===== src/rtl/sdram_arb_pkg.sv =====
// Shared types and widths for the SDRAM read-port arbiter.
package sdram_arb_pkg;

  typedef enum logic [1:0] {
    IDLE  = 2'd0,
    ISSUE = 2'd1,
    RESP  = 2'd2
  } arb_state_t;

  localparam int SDRAM_AW = 22;
  localparam int SDRAM_DW = 128;

endpackage


===== src/rtl/sdram_rd_arbiter_rr_pick.sv =====
// Combinational round-robin picker: first set req bit searching from ptr+1 upward, modulo N.
// Rotate so the search starts at bit 0, priority-encode, then rotate the index back.
module rr_pick #(
  parameter int N  = 3,
  parameter int IW = $clog2(N)
) (
  input  logic [N-1:0]  req,
  input  logic [IW-1:0] ptr,
  output logic          valid,
  output logic [IW-1:0] winner
);

  logic [N-1:0] rot;
  int           first;

  always_comb begin
    rot    = '0;
    first  = 0;
    valid  = 1'b0;
    winner = '0;
    for (int i = 0; i < N; i++) begin
      rot[i] = req[IW'((int'(ptr) + 1 + i) % N)];
    end
    for (int i = N - 1; i >= 0; i--) begin
      if (rot[i]) first = i;
    end
    valid  = |rot;
    winner = IW'((int'(ptr) + 1 + first) % N);
  end

endmodule


===== src/rtl/sdram_rd_arbiter.sv =====
// Round-robin arbiter sharing the SDRAM read port; request-to-ack is 2 cycles plus controller latency.
// New reads start only from IDLE with sdram_wait low; an issued read always runs to its ack.
module sdram_rd_arbiter
  import sdram_arb_pkg::*;
#(
  parameter  int NREQ = 3,
  parameter  int AW   = SDRAM_AW,
  parameter  int DW   = SDRAM_DW,
  localparam int GW   = $clog2(NREQ)
) (
  input  logic             clk,
  input  logic             reset,
  input  logic [NREQ-1:0]  req,
  input  logic [NREQ*AW-1:0] req_addr,
  output logic [NREQ-1:0]  ack,
  output logic [DW-1:0]    rdata,
  output logic [GW-1:0]    grant_id,
  output logic             busy,
  input  logic             sdram_wait,
  input  logic             sdram_ac,
  input  logic [DW-1:0]    sdram_data,
  output logic             sdram_rd,
  output logic [AW-1:0]    sdram_addr
);

  arb_state_t      state, state_nxt;
  logic [GW-1:0]   ptr;
  logic [GW-1:0]   pick;
  logic            pick_valid;
  logic            start;
  logic [AW-1:0]   pick_addr;

  rr_pick #(
    .N  (NREQ),
    .IW (GW)
  ) u_pick (
    .req    (req),
    .ptr    (ptr),
    .valid  (pick_valid),
    .winner (pick)
  );

  assign start = (state == IDLE) && !sdram_wait && pick_valid;

  always_comb begin
    pick_addr = '0;
    for (int k = 0; k < NREQ; k++) begin
      if (pick == GW'(k)) pick_addr = req_addr[k*AW +: AW];
    end
  end

  always_ff @(posedge clk) begin
    if (reset) state <= IDLE;
    else       state <= state_nxt;
  end

  always_comb begin
    state_nxt = state;
    ack       = '0;
    busy      = 1'b0;
    sdram_rd  = 1'b0;
    case (state)
      IDLE: begin
        if (start) state_nxt = ISSUE;
      end
      ISSUE: begin
        busy     = 1'b1;
        sdram_rd = 1'b1;
        if (sdram_ac) state_nxt = RESP;
      end
      RESP: begin
        busy          = 1'b1;
        ack[grant_id] = 1'b1;
        state_nxt     = IDLE;
      end
      default: state_nxt = IDLE;
    endcase
  end

  // Reset pointer NREQ-1 makes requester 0 the first to win.
  always_ff @(posedge clk) begin
    if (reset) begin
      ptr        <= GW'(NREQ - 1);
      grant_id   <= '0;
      sdram_addr <= '0;
      rdata      <= '0;
    end else begin
      if (start) begin
        grant_id   <= pick;
        sdram_addr <= pick_addr;
      end
      if (state == ISSUE && sdram_ac) rdata <= sdram_data;
      if (state == RESP) ptr <= grant_id;
    end
  end

endmodule


===== config.mk =====
export PLATFORM = sky130hd
export DESIGN_NAME = sdram_rd_arbiter
export DESIGN_NICKNAME = d
export VERILOG_FILES = /design/src/rtl/sdram_arb_pkg.sv /design/src/rtl/sdram_rd_arbiter_rr_pick.sv /design/src/rtl/sdram_rd_arbiter.sv
export SDC_FILE = /design/constraint.sdc
export NUM_CORES = 1
export LEC_CHECK = 0
export ABC_AREA = 1
export BUFFER_PORTS_ARGS = -buffer_cell sky130_fd_sc_hd__buf_2
export CELL_PAD_IN_SITES_DETAIL_PLACEMENT = 1
export CELL_PAD_IN_SITES_GLOBAL_PLACEMENT = 2
export CORE_ASPECT_RATIO = 1.5
export CORE_UTILIZATION = 25
export CTS_BUF_LIST = sky130_fd_sc_hd__clkbuf_16
export CTS_CLUSTER_SIZE = 20
export DETAILED_ROUTE_END_ITERATION = 16
export PLACE_DENSITY_LB_ADDON = 0.1
export SLEW_MARGIN = 20
export SYNTH_ARGS = -nofsm -noshare
export SYNTH_HDL_FRONTEND = slang
export SYNTH_SLANG_ARGS = --single-unit

===== constraint.sdc =====
create_clock -name clk -period 7.7 [get_ports clk]
set_input_delay 0.385 -clock clk [delete_from_list [all_inputs] [get_ports clk]]
set_output_delay 0.385 -clock clk [all_outputs]
set_load 0.03 [all_outputs]

==> summary.txt, run 1 <==
Die
  • Die H: 202.7 um
  • I/O pins: 358
  • Initial core utilization: around a quarter
  • Row cnt: 73
  • Placeable Area: roughly 26000 um2
  • Die width: between 100 and 150 um
  • Die area: approximately 28000 um2

Worst setup path
  • Most common cell on crit path: nand2_1
  • Worst EP arrival: 5.19 ns
  • Startpoint Class: register
  • WP data required: 7.99 ns
  • Worst-path fanout max: 25
  • Crit end category: register
  • Critical path's slowest cell: fa_1
  • Crit Path Category: register to register
  • Slowest cell delay on critical path: roughly 0.43 ns

GRT
  • Largest net degree at the start of global routing: 85
  • Total congestion overflow: 0
  • First-pass GRT wire length: 39650 um
  • Initial antenna violation count: 8
  • Overall Global Routing Usage: 19.07%
  • Vias in the first global route: 7109

Clock tree
  • Clock Tree Buf Depth: 2
  • Clock root buffer: clkbuf_16
  • TritonCTS buffer count: 17
  • # H-tree levels: 4
  • Clock latency on the worst-skew pair: roughly 0.43 ns
  • # hold bufs at CTS: 0
  • Post-CTS setup buffer count: 0
  • CTS tree: built
  • Clk pin slew, worst setup/hold paths: approximately 0.060 ns
  • Num Clock Sinks: approximately 160
  • CTS resizes: 0

Synth
  • Synthesized-area fraction occupied by and/or/nand/nor cells: 28.85%
  • Sequential area share after synthesis: 46.54%
  • Largest family of logic cells by synthesized area: simple AND/OR/NAND/NOR gates
  • Synth Warn #: 0
  • XOR/XNOR Fraction of Synth Area: 0%
  • Synth Instances: 928
  • Netlist cell types: 28
  • Multiplexer area fraction after synthesis: 0%
  • Post-synth design cell area: 6710 um2
  • Syn Nets: ~1100
  • Syn Area/Cell: 7.231 um2
  • Post-synthesis compound-gate area fraction: 13.54%
  • #FFs+latches synth: 156
  • Post-Synth Adder-Cell Area: between 3 and 4%

Final layout
  • Final Non-Filler Cells: 1597
  • Register area: between 3000 and 4000 um2
  • Design Area, Final: just over 9000 um2
  • Layout cells sized above 1: around a third
  • Multi-input gate area: 3059 um2
  • Area Overhead vs Synth: 37.14%
  • Fillers: 3385
  • Nets: approximately 1500

Run
  • Max-cap violations: 0

Timing
  • Final worst path period need: 4.897 ns
  • TNS Setup: 0 ns
  • RSZ-0062 raised after global routing: false
  • Final setup viols: 0
  • Fin. max-slew vios: 0
  • Final hold vios: 0
  • Slew @ Worst Pin: 0.9387 ns
  • Final worst-path cycle share: 63.59%
  • Slew margin rel.: 37.35%
  • Fin Clk Skew: 0.009953 ns
  • Fmax: 204.2 MHz

Power and ir drop
  • Clock power share: 17.7%
  • Comb pwr share: 55.9%
  • Register share of total power: 26.3%
  • Sw Ratio: 50.35%
  • Static leakage: approximately 0.0047 uW
  • P_int: 2159 uW
  • Switching pwr: 2190 uW
  • Max IR drop VDD: 0.2419 mV
  • PwrDens: 472.6 nW/um2

Worst hold path
  • Hold WC Path Type: primary input to register

Detailed routing
  • DRC: 0
  • Via/cell ratio: 4.424
  • Detail Route Antenna Nets: 0
  • Router iterations before antenna repair: 4
  • Routed len/inst: roughly 16 um
  • Vias after detailed routing: 7065
  • Iter 0 DRT Violations: 227
  • Final WL: around 26000 um

Placement
  • Buffers added on ports: between 300 and 400
  • GPL Wtd Cong: just under 0.8
  • Hpwl dp: ~19000 um
  • Dpl cells: 1563
  • Placed cell area: 8677 um2

Outcome
  • Status: complete, no violations
-- sequential cells by signal, summed over array words and instances (netlist names) --
signal,count
grant_id,2
ptr,2
rdata,128
sdram_addr,22
state,2
-- metrics by stage --
stage / utilization [%] / hold WS [ns] / total power (uW) / setup WS (ns)
after global placement: 32.87 / 0.4536 / 3609 / 2.907
after global routing: 34.85 / 0.2030 / 4715 / 2.273
after floorplan: - / 0.4559 / 3065 / 3.614
after CTS: 34.83 / 0.1799 / 4438 / 2.719
final: 34.86 / 0.2012 / 4349 / 2.803
after detailed placement: 32.87 / 0.4573 / 3645 / 2.737
-- layout make-up --
cell class | instances | share of cell area (%)
sequential | 156 | 33.94
multi-input combinational | 642 | 33.24
timing repair buffer | 360 | 19.66
clock buffer | 17 | 4.623
tap | 337 | 4.582
inverter | 68 | 2.869
clock inverter | 14 | 1.006
antenna | 3 | 0.08158
-- path summary, 6_finish.rpt --
path / from / end / slack [ns] / cells after the start
worst max-delay path: ptr[0] / sdram_addr[1] / 2.80 / 29
worst min-delay path: sdram_data[50] / rdata[50] / 0.20 / 3
worst max register to register: ptr[0] / sdram_addr[1] / 2.80 / 29
worst min register to register: sdram_addr[1] / sdram_addr[1] / 0.46 / 2
-- layout by cell type (no fill, tap or decap), types with 8 or more instances in the layout --
cell type and instances:
ha_1 15, o21ai_0 144, nand3_2 11, buf_2 357, inv_1 62, nand3b_1 8, inv_2 8, nand2_1 97
a21oi_1 26, dfxtp_1 156, clkbuf_16 17, nand3_1 39, nor2_1 267, nand4_1 16
-- critical path: cells and delay by family (launching register included) --
kind,cells,cell delay [ns]
AND/OR/NAND/NOR,16,2.05
adder cells (fa/ha/maj),5,1.42
AO/OA/AOI/OAI,3,0.45
buffers and inverters,5,0.43
flip-flops,1,0.39
-- metal layers --
layer,wire (um),share of wire (%),vias to the layer above,global-route usage [%]
met3,2200,8.4,32,7.091
met5,43,0.16,-,0
met1,9872,38,3204,19.90
li1,-,-,3595,-
met4,454,1.7,8,6.661
met2,13500,52,226,34.33
-- synthesized netlist by cell type (all sizes together) --
| cell | count | area share [%] |
|---|---|---|
| o21ai | 145 | 11 |
| fa | 1 | 0.30 |
| clkbuf | 45 | 2.5 |
| o31ai | 1 | 0.11 |
| dfxtp | 156 | 47 |
| nand3b | 8 | 0.90 |
| nand2 | 106 | 6.7 |
| nand4 | 16 | 1.5 |
| nor3 | 2 | 0.15 |
| a21oi | 29 | 2.3 |
| nand3 | 50 | 4.5 |
| o21a | 1 | 0.11 |
| inv | 68 | 3.9 |
| ha | 15 | 2.8 |
| buf | 17 | 1.6 |
| nor2 | 268 | 15 |
-- power by group through the flow --
stage	Clock (uW)	Sequential, uW	Combinational, uW
2_1_floorplan	0	1590	1480
3_3_place_gp	0	1150	2450
3_5_place_dp	0	1160	2480
4_1_cts	803	1150	2490
5_1_grt	831	1180	2710
6_report	772	1140	2430
-- cells by family after synthesis --
group	Yosys count
AOI/OAI and AO/OA	176
adders and majority gates	16
buffers and inverters	130
DFF	156
and+or+nand+nor	450
Note: power is estimated with default switching activity, not from simulation.
==> run 2: changes to the inputs <==
CORE_UTILIZATION = 21   (was 25)
clock period = 4.35 ns   (was 7.7 ns; I/O delays follow)
==> run 2 against run 1 <==
- critical path depth grew 5
- sequential power grew 77%
- non-clock buffer count grew 22
- via count grew 1.1%
- clock skew shrank 0.0035 ns
- utilization shrank 3.7 points
- clock-buffer cell count is the same
- sequential share of layout area shrank 1.8 points
- worst hold slack lost 0.17 ns
- clock power grew 98%
- global-route usage shrank 2.4 points
- final cell count grew 5.7%
==> summary.txt, run 2 (same netlist as run 1, synthesis figures left out) <==
Outcome
  • Status: complete, no violations

Detailed routing
  • Routed len/inst: 16.32 um (about the same)
  • Final WL: 27540 um (+5.6%)
  • Router iterations before antenna repair: 4 (unchanged)
  • Detail Route Antenna Nets: 0 (unchanged)
  • DRC: 0 (unchanged)
  • Vias after detailed routing: 7143 (+1.1%)
  • Iter 0 DRT Violations: 199 (-12%)
  • Via/cell ratio: 4.232 (-4.3%)

Placement
  • GPL Wtd Cong: 0.7762 (+0.53%)
  • Pre-CTS WS: -0.03219 ns (-2.769 ns)
  • Dpl cells: 1647 (+5.4%)
  • Hpwl dp: 19680 um (+3.5%)
  • Buffers added on ports: 357 (unchanged)

Power and ir drop
  • Comb pwr share: 58.7% (+2.8 points)
  • P_int: 4413 uW (+100%)
  • Static leakage: 0.004870 uW (+3.8%)
  • Clock power share: 17.8% (about the same)
  • PwrDens: 883.7 nW/um2 (+87%)
  • Switching pwr: 4179 uW (+91%)
  • Max IR drop VDD: 0.4297 mV (+78%)
  • Sw Ratio: 48.63% (-1.7 points)
  • Register share of total power: 23.5% (-2.8 points)
  • Design Power: 8592 uW (+98%)

Clock tree
  • TritonCTS buffer count: 17 (unchanged)
  • Clk pin slew, worst setup/hold paths: 0.07 ns (about the same)
  • # hold bufs at CTS: 0 (unchanged)
  • CTS tree: built
  • Clock root buffer: clkbuf_16
  • Clock latency on the worst-skew pair: 0.43 ns (about the same)
  • Num Clock Sinks: 156 (unchanged)
  • Clock Tree Buf Depth: 2 (unchanged)
  • # H-tree levels: 4 (unchanged)

GRT
  • Vias in the first global route: 7294 (+2.6%)
  • Total congestion overflow: 0 (unchanged)
  • First-pass GRT wire length: 41460 um (+4.6%)
  • Initial antenna violation count: 6 (-2)
  • Largest net degree at the start of global routing: 84 (-1.2%)
  • Overall Global Routing Usage: 16.70% (-2.4 points)

Timing
  • Fmax: 245.0 MHz (+20%)
  • Final worst path period need: 4.082 ns (-0.8143 ns)
  • Final setup viols: 0 (unchanged)
  • Slew @ Worst Pin: 0.9571 ns (+0.01831 ns)
  • Fin. max-slew vios: 0 (unchanged)
  • RSZ-0062 raised after global routing: false
  • Worst setup margin: 0.2677 ns (-2.536 ns)
  • Fin Clk Skew: 0.006449 ns (-0.003504 ns)
  • Final worst-path cycle share: 93.85% (+30 points)
  • Slew margin rel.: 36.13% (-1.2 points)
  • Final hold vios: 0 (unchanged)

Worst setup path
  • Crit end category: register
  • CP bufs+invs: 9 (+4)
  • Slowest cell delay on critical path: 0.34 ns (-0.09 ns)
  • Crit Path Category: register to register
  • WP data required: 4.64 ns (-3.35 ns)
  • R2R setup slack: 0.27 ns (-2.54 ns)
  • Critical path's slowest cell: dfxtp_2
  • Worst-path fanout max: 8 (-68%)
  • Worst EP arrival: 4.37 ns (-0.82 ns)
  • Cell family with most CP delay: simple AND/OR/NAND/NOR gates
  • Startpoint Class: register
  • Most common cell on crit path: nand2_1

Final layout
  • Area Overhead vs Synth: 44.90%
  • Largest regs: rdata (128), sdram_addr (22)
  • Most frequent cells in the layout: buf_2, nor2_1, dfxtp_1
  • Nets: 1485 (+1.6%)
  • Layout cells sized above 1: 36.22% (+2.9 points)
  • Commonest non-fill, non-tap cell in the layout: buf_2
  • Max reg flops: 128 (unchanged)
  • Final Non-Filler Cells: 1688 (+5.7%)
  • Post-layout util: 31.13% (-3.7 points)
  • Top reg by flops: rdata

Die
  • Initial core utilization: 21.48% (-3.9 points)
  • I/O pins: 358 (unchanged)
  • Die area: 32690 um2 (+19%)
  • Row cnt: 79 (+8.2%)
  • Die width: 148.0 um (+9.0%)
  • Die H: 220.9 um (+9.0%)
  • Placeable Area: 31240 um2 (+18%)

Worst hold path
  • Hold WC Path Type: primary input to register

Run
  • Max-cap violations: 0 (unchanged)
[run 2: through the flow]
stage / hold WS (ns) / instance area, um2 / setup TNS [ns]
6_report: 0.03209 / 9723 / 0
3_3_place_gp: 0.4525 / 8907 / 0
2_1_floorplan: 0.3842 / 6710 / 0
5_1_grt: 0.02362 / 9718 / 0
4_1_cts: 0.001101 / 9518 / 0
3_5_place_dp: 0.4546 / 8907 / -0.2155
[run 2: timing repair]
action	CTS	global route
setup buffers	0	4
pin swaps	0	8
hold endpoints to repair	0	0
endpoints found under the setup margin	21	24
gates resized for setup	6	24
cloned	0	3
[run 2: worst reg2reg max path, delay by kind of cell, from the launching register on]
family,cells,cell delay [ns]
and+or+nand+nor,15,1.37
buffers and inverters,9,0.69
DFF,1,0.34
adders and majority gates,5,1.06
AOI/OAI and AO/OA,5,0.46
[run 2: worst paths after layout]
path | startpoint | endpoint | cells past startpoint
setup / recovery | ptr[0] | sdram_addr[14] | 34
hold / removal | sdram_data[24] | rdata[24] | 3
setup reg to reg | ptr[0] | sdram_addr[14] | 34
hold reg to reg | sdram_addr[10] | sdram_addr[10] | 2
[run 2: layout make-up]
class	instances	area, um2
antenna	2	5.005
sequential	156	3126
timing repair inverter	1	8.758
tap	405	506.7
multi-input combinational	642	3171
fill	3955	21510
inverter	68	271.5
clock inverter	15	155.1
clock buffer	17	425.4
timing repair buffer	382	2054
[run 2: power by group through the flow]
stage,Clock [uW],Sequential [uW],Combinational (uW)
floorplan,0,2810,2610
global placement,0,2040,4620
detailed placement,0,2050,4660
CTS,1600,2030,4770
global route,1660,2080,5550
finish,1530,2020,5040
[run 2: layer usage]
layer	vias up	routed length, um	part of all wire [%]	GRT usage, %
met3	31	2287	8.3	6.660
met5	-	67	0.24	0
met2	219	14160	51	30.36
met4	10	415	1.5	5.121
li1	3634	-	-	-
met1	3249	10610	39	17.32
==> run 3: changes to the inputs <==
CORE_ASPECT_RATIO = 1.1   (was 1.5)
==> run 3 against run 2 <==
- clock power increased by 3%
- flip-flop and latch count unchanged
- register-to-register slack got worse by 0.02 ns
- critical path depth unchanged
- global-route usage increased by 0.31 points
==> summary.txt, run 3 (same netlist as run 1, synthesis figures left out) <==
Timing
  • Fmax: 244.0 MHz (-0.38%)
  • Final worst path period need: 4.098 ns (+0.01557 ns)
  • Fin. max-slew vios: 0 (unchanged)
  • Final hold vios: 0 (unchanged)
  • Slew @ Worst Pin: 0.9990 ns (+0.04199 ns)
  • Final worst-path cycle share: 94.20% (+0.36 points)
  • Slew margin rel.: 33.32% (-2.8 points)
  • Fin Clk Skew: 0.01104 ns (+0.004594 ns)
  • Final setup viols: 0 (unchanged)

Detailed routing
  • Iter 0 DRT Violations: 256 (+29%)
  • Vias after detailed routing: 7213 (+0.98%)
  • Via/cell ratio: 4.218 (-0.32%)
  • DRC: 0 (unchanged)
  • Detail Route Antenna Nets: 0 (unchanged)
  • Final WL: 28310 um (+2.8%)
  • Routed len/inst: 16.55 um (+1.5%)
  • Router iterations before antenna repair: 4 (unchanged)

Die
  • Initial core utilization: 21.37% (-0.11 points)
  • Row cnt: 68 (-14%)
  • Die H: 189.5 um (-14%)
  • Die area: 32670 um2 (about the same)
  • I/O pins: 358 (unchanged)
  • Placeable Area: 31400 um2 (+0.51%)
  • Die width: 172.4 um (+17%)

Run
  • Max-cap violations: 0 (unchanged)

Clock tree
  • # hold bufs at CTS: 0 (unchanged)
  • # H-tree levels: 4 (unchanged)
  • Num Clock Sinks: 156 (unchanged)
  • Clock Tree Buf Depth: 2 (unchanged)
  • CTS tree: built
  • TritonCTS buffer count: 17 (unchanged)
  • Clk pin slew, worst setup/hold paths: 0.07 ns (about the same)
  • Clock root buffer: clkbuf_16
  • Clock latency on the worst-skew pair: 0.43 ns (about the same)

Worst setup path
  • Crit end category: register
  • R2R setup slack: 0.25 ns (-0.02 ns)
  • Reg-to-Reg End: sdram_addr[18]
  • Most common cell on crit path: inv_2
  • Slowest cell delay on critical path: 0.43 ns (+0.09 ns)
  • Startpoint Class: register
  • Setup crit start: ptr[0]
  • Crit Path Category: register to register
  • Worst-path fanout max: 8 (unchanged)
  • R2R depth: 34 (unchanged)
  • Critical path's slowest cell: fa_2
  • R2r startpoint: ptr[0]
  • WP data required: 4.72 ns (+0.08 ns)
  • Worst EP arrival: 4.46 ns (+0.09 ns)

Final layout
  • Most frequent cells in the layout: buf_2, nor2_1, dfxtp_1
  • Nets: 1490 (+0.34%)
  • Largest regs: rdata (128), sdram_addr (22)
  • Layout cells sized above 1: 38.02% (+1.8 points)
  • Commonest non-fill, non-tap cell in the layout: buf_2
  • Max reg flops: 128 (unchanged)
  • Multi-input gate area: 3249 um2 (+2.5%)
  • Final Non-Filler Cells: 1710 (+1.3%)
  • Area Overhead vs Synth: 47.60%
  • Fillers: 3919 (-0.91%)
  • Register area: 3126 um2 (unchanged)
  • Design Area, Final: 9905 um2 (+1.9%)
  • Top reg by flops: rdata

GRT
  • First-pass GRT wire length: 41530 um (+0.18%)
  • Largest net degree at the start of global routing: 109 (+30%)
  • Initial antenna violation count: 9 (+3)
  • Vias in the first global route: 7272 (-0.30%)
  • Grt met2 use: 29.76% (-0.59 points)
  • Met3 global-route usage: 5.957% (-0.70 points)
  • Overall Global Routing Usage: 17.01% (+0.31 points)
  • Met1 Resource Use GR: 19.04% (+1.7 points)
  • Total congestion overflow: 0 (unchanged)
  • GRT busiest layer: met2

Placement
  • Buffers added on ports: 357 (unchanged)
  • Placed cell area: 8906 um2 (about the same)
  • GPL Wtd Cong: 0.7611 (-1.9%)
  • Hpwl dp: 20130 um (+2.3%)
  • Dpl cells: 1659 (+0.73%)

Power and ir drop
  • PwrDens: 898.0 nW/um2 (+1.6%)
  • Static leakage: 0.004913 uW (+0.88%)
  • Max IR drop VDD: 0.4894 mV (+14%)

Worst hold path
  • Hold Startpoint: sdram_data[4]
  • Cell depth of the worst hold path: 3 (unchanged)
  • Hold WC Path Type: primary input to register
  • WHS Endpoint: rdata[4]

Outcome
  • Status: complete, no violations
run 3: changes by cell type in the layout (fill, tap and decap cells not counted), sizes merged:
cell / delta
inv: +5
clkinv: -4
diode: +2
bufinv: -1
buf: +4
nand2: +1
run 3: repair_timing:
item                                    4_1_cts  5_1_grt
pin swaps                                     2       23
endpoints found under the setup margin       22       24
cloned                                        1        3
buffers inserted                              0       10
gates resized for setup                       7       46
endpoints found under the hold margin         0        0
run 3: area by class of cell:
| type | instances | area share, % |
|---|---|---|
| multi-input combinational | 643 | 32.81 |
| sequential | 156 | 31.56 |
| timing repair buffer | 386 | 21.29 |
| tap | 420 | 5.306 |
| clock buffer | 17 | 4.295 |
| inverter | 68 | 2.792 |
| clock inverter | 15 | 1.769 |
| antenna | 4 | 0.1011 |
| timing repair inverter | 1 | 0.08843 |
run 3: where the power goes:
part	switching (uW)	internal (uW)	total [uW]
logic	3470	1810	5280
clock network	712	871	1580
registers	202	1830	2030
run 3: worst max-delay path by stage:
stage	to	cells past startpoint	slack [ns]
after CTS	sdram_addr[17]	32	0.02
after global placement	sdram_addr[21]	31	0.07
after global routing	sdram_addr[18]	30	-0.04
final	sdram_addr[18]	34	0.25
after floorplan	sdram_addr[16]	32	0.26
after detailed placement	sdram_addr[18]	31	-0.07
run 3: metal layers:
layer,share of wire (%),vias to the layer above
li1,-,3665
met1,40,3282
met2,50,219
met3,7.5,37
met4,1.9,10
met5,0.26,-
run 3: per-stage QoR:
| stage | total power, uW | hold WS (ns) | TNS [ns] | setup slack, ns | utilization (%) |
|---|---|---|---|---|---|
| finish | 8894 | 0.03034 | 0 | 0.2521 | 31.55 |
| global route | 9609 | 0.02146 | -0.2337 | -0.03681 | 31.52 |
| CTS | 8579 | 0.003229 | 0 | 0.02391 | 30.44 |
| detailed placement | 6767 | 0.4612 | -0.6968 | -0.06983 | 28.37 |
| global placement | 6728 | 0.4570 | 0 | 0.06744 | 28.37 |
| floorplan | 5426 | 0.3842 | 0 | 0.2635 | - |
run 3: worst max-delay path: cells and delay by family (launching register included):
family	cells	cell delay (ns)
adders and majority gates	5	1.23
and+or+nand+nor	14	1.20
buffers and inverters	10	0.80
AOI/OAI and AO/OA	5	0.48
DFF	1	0.33
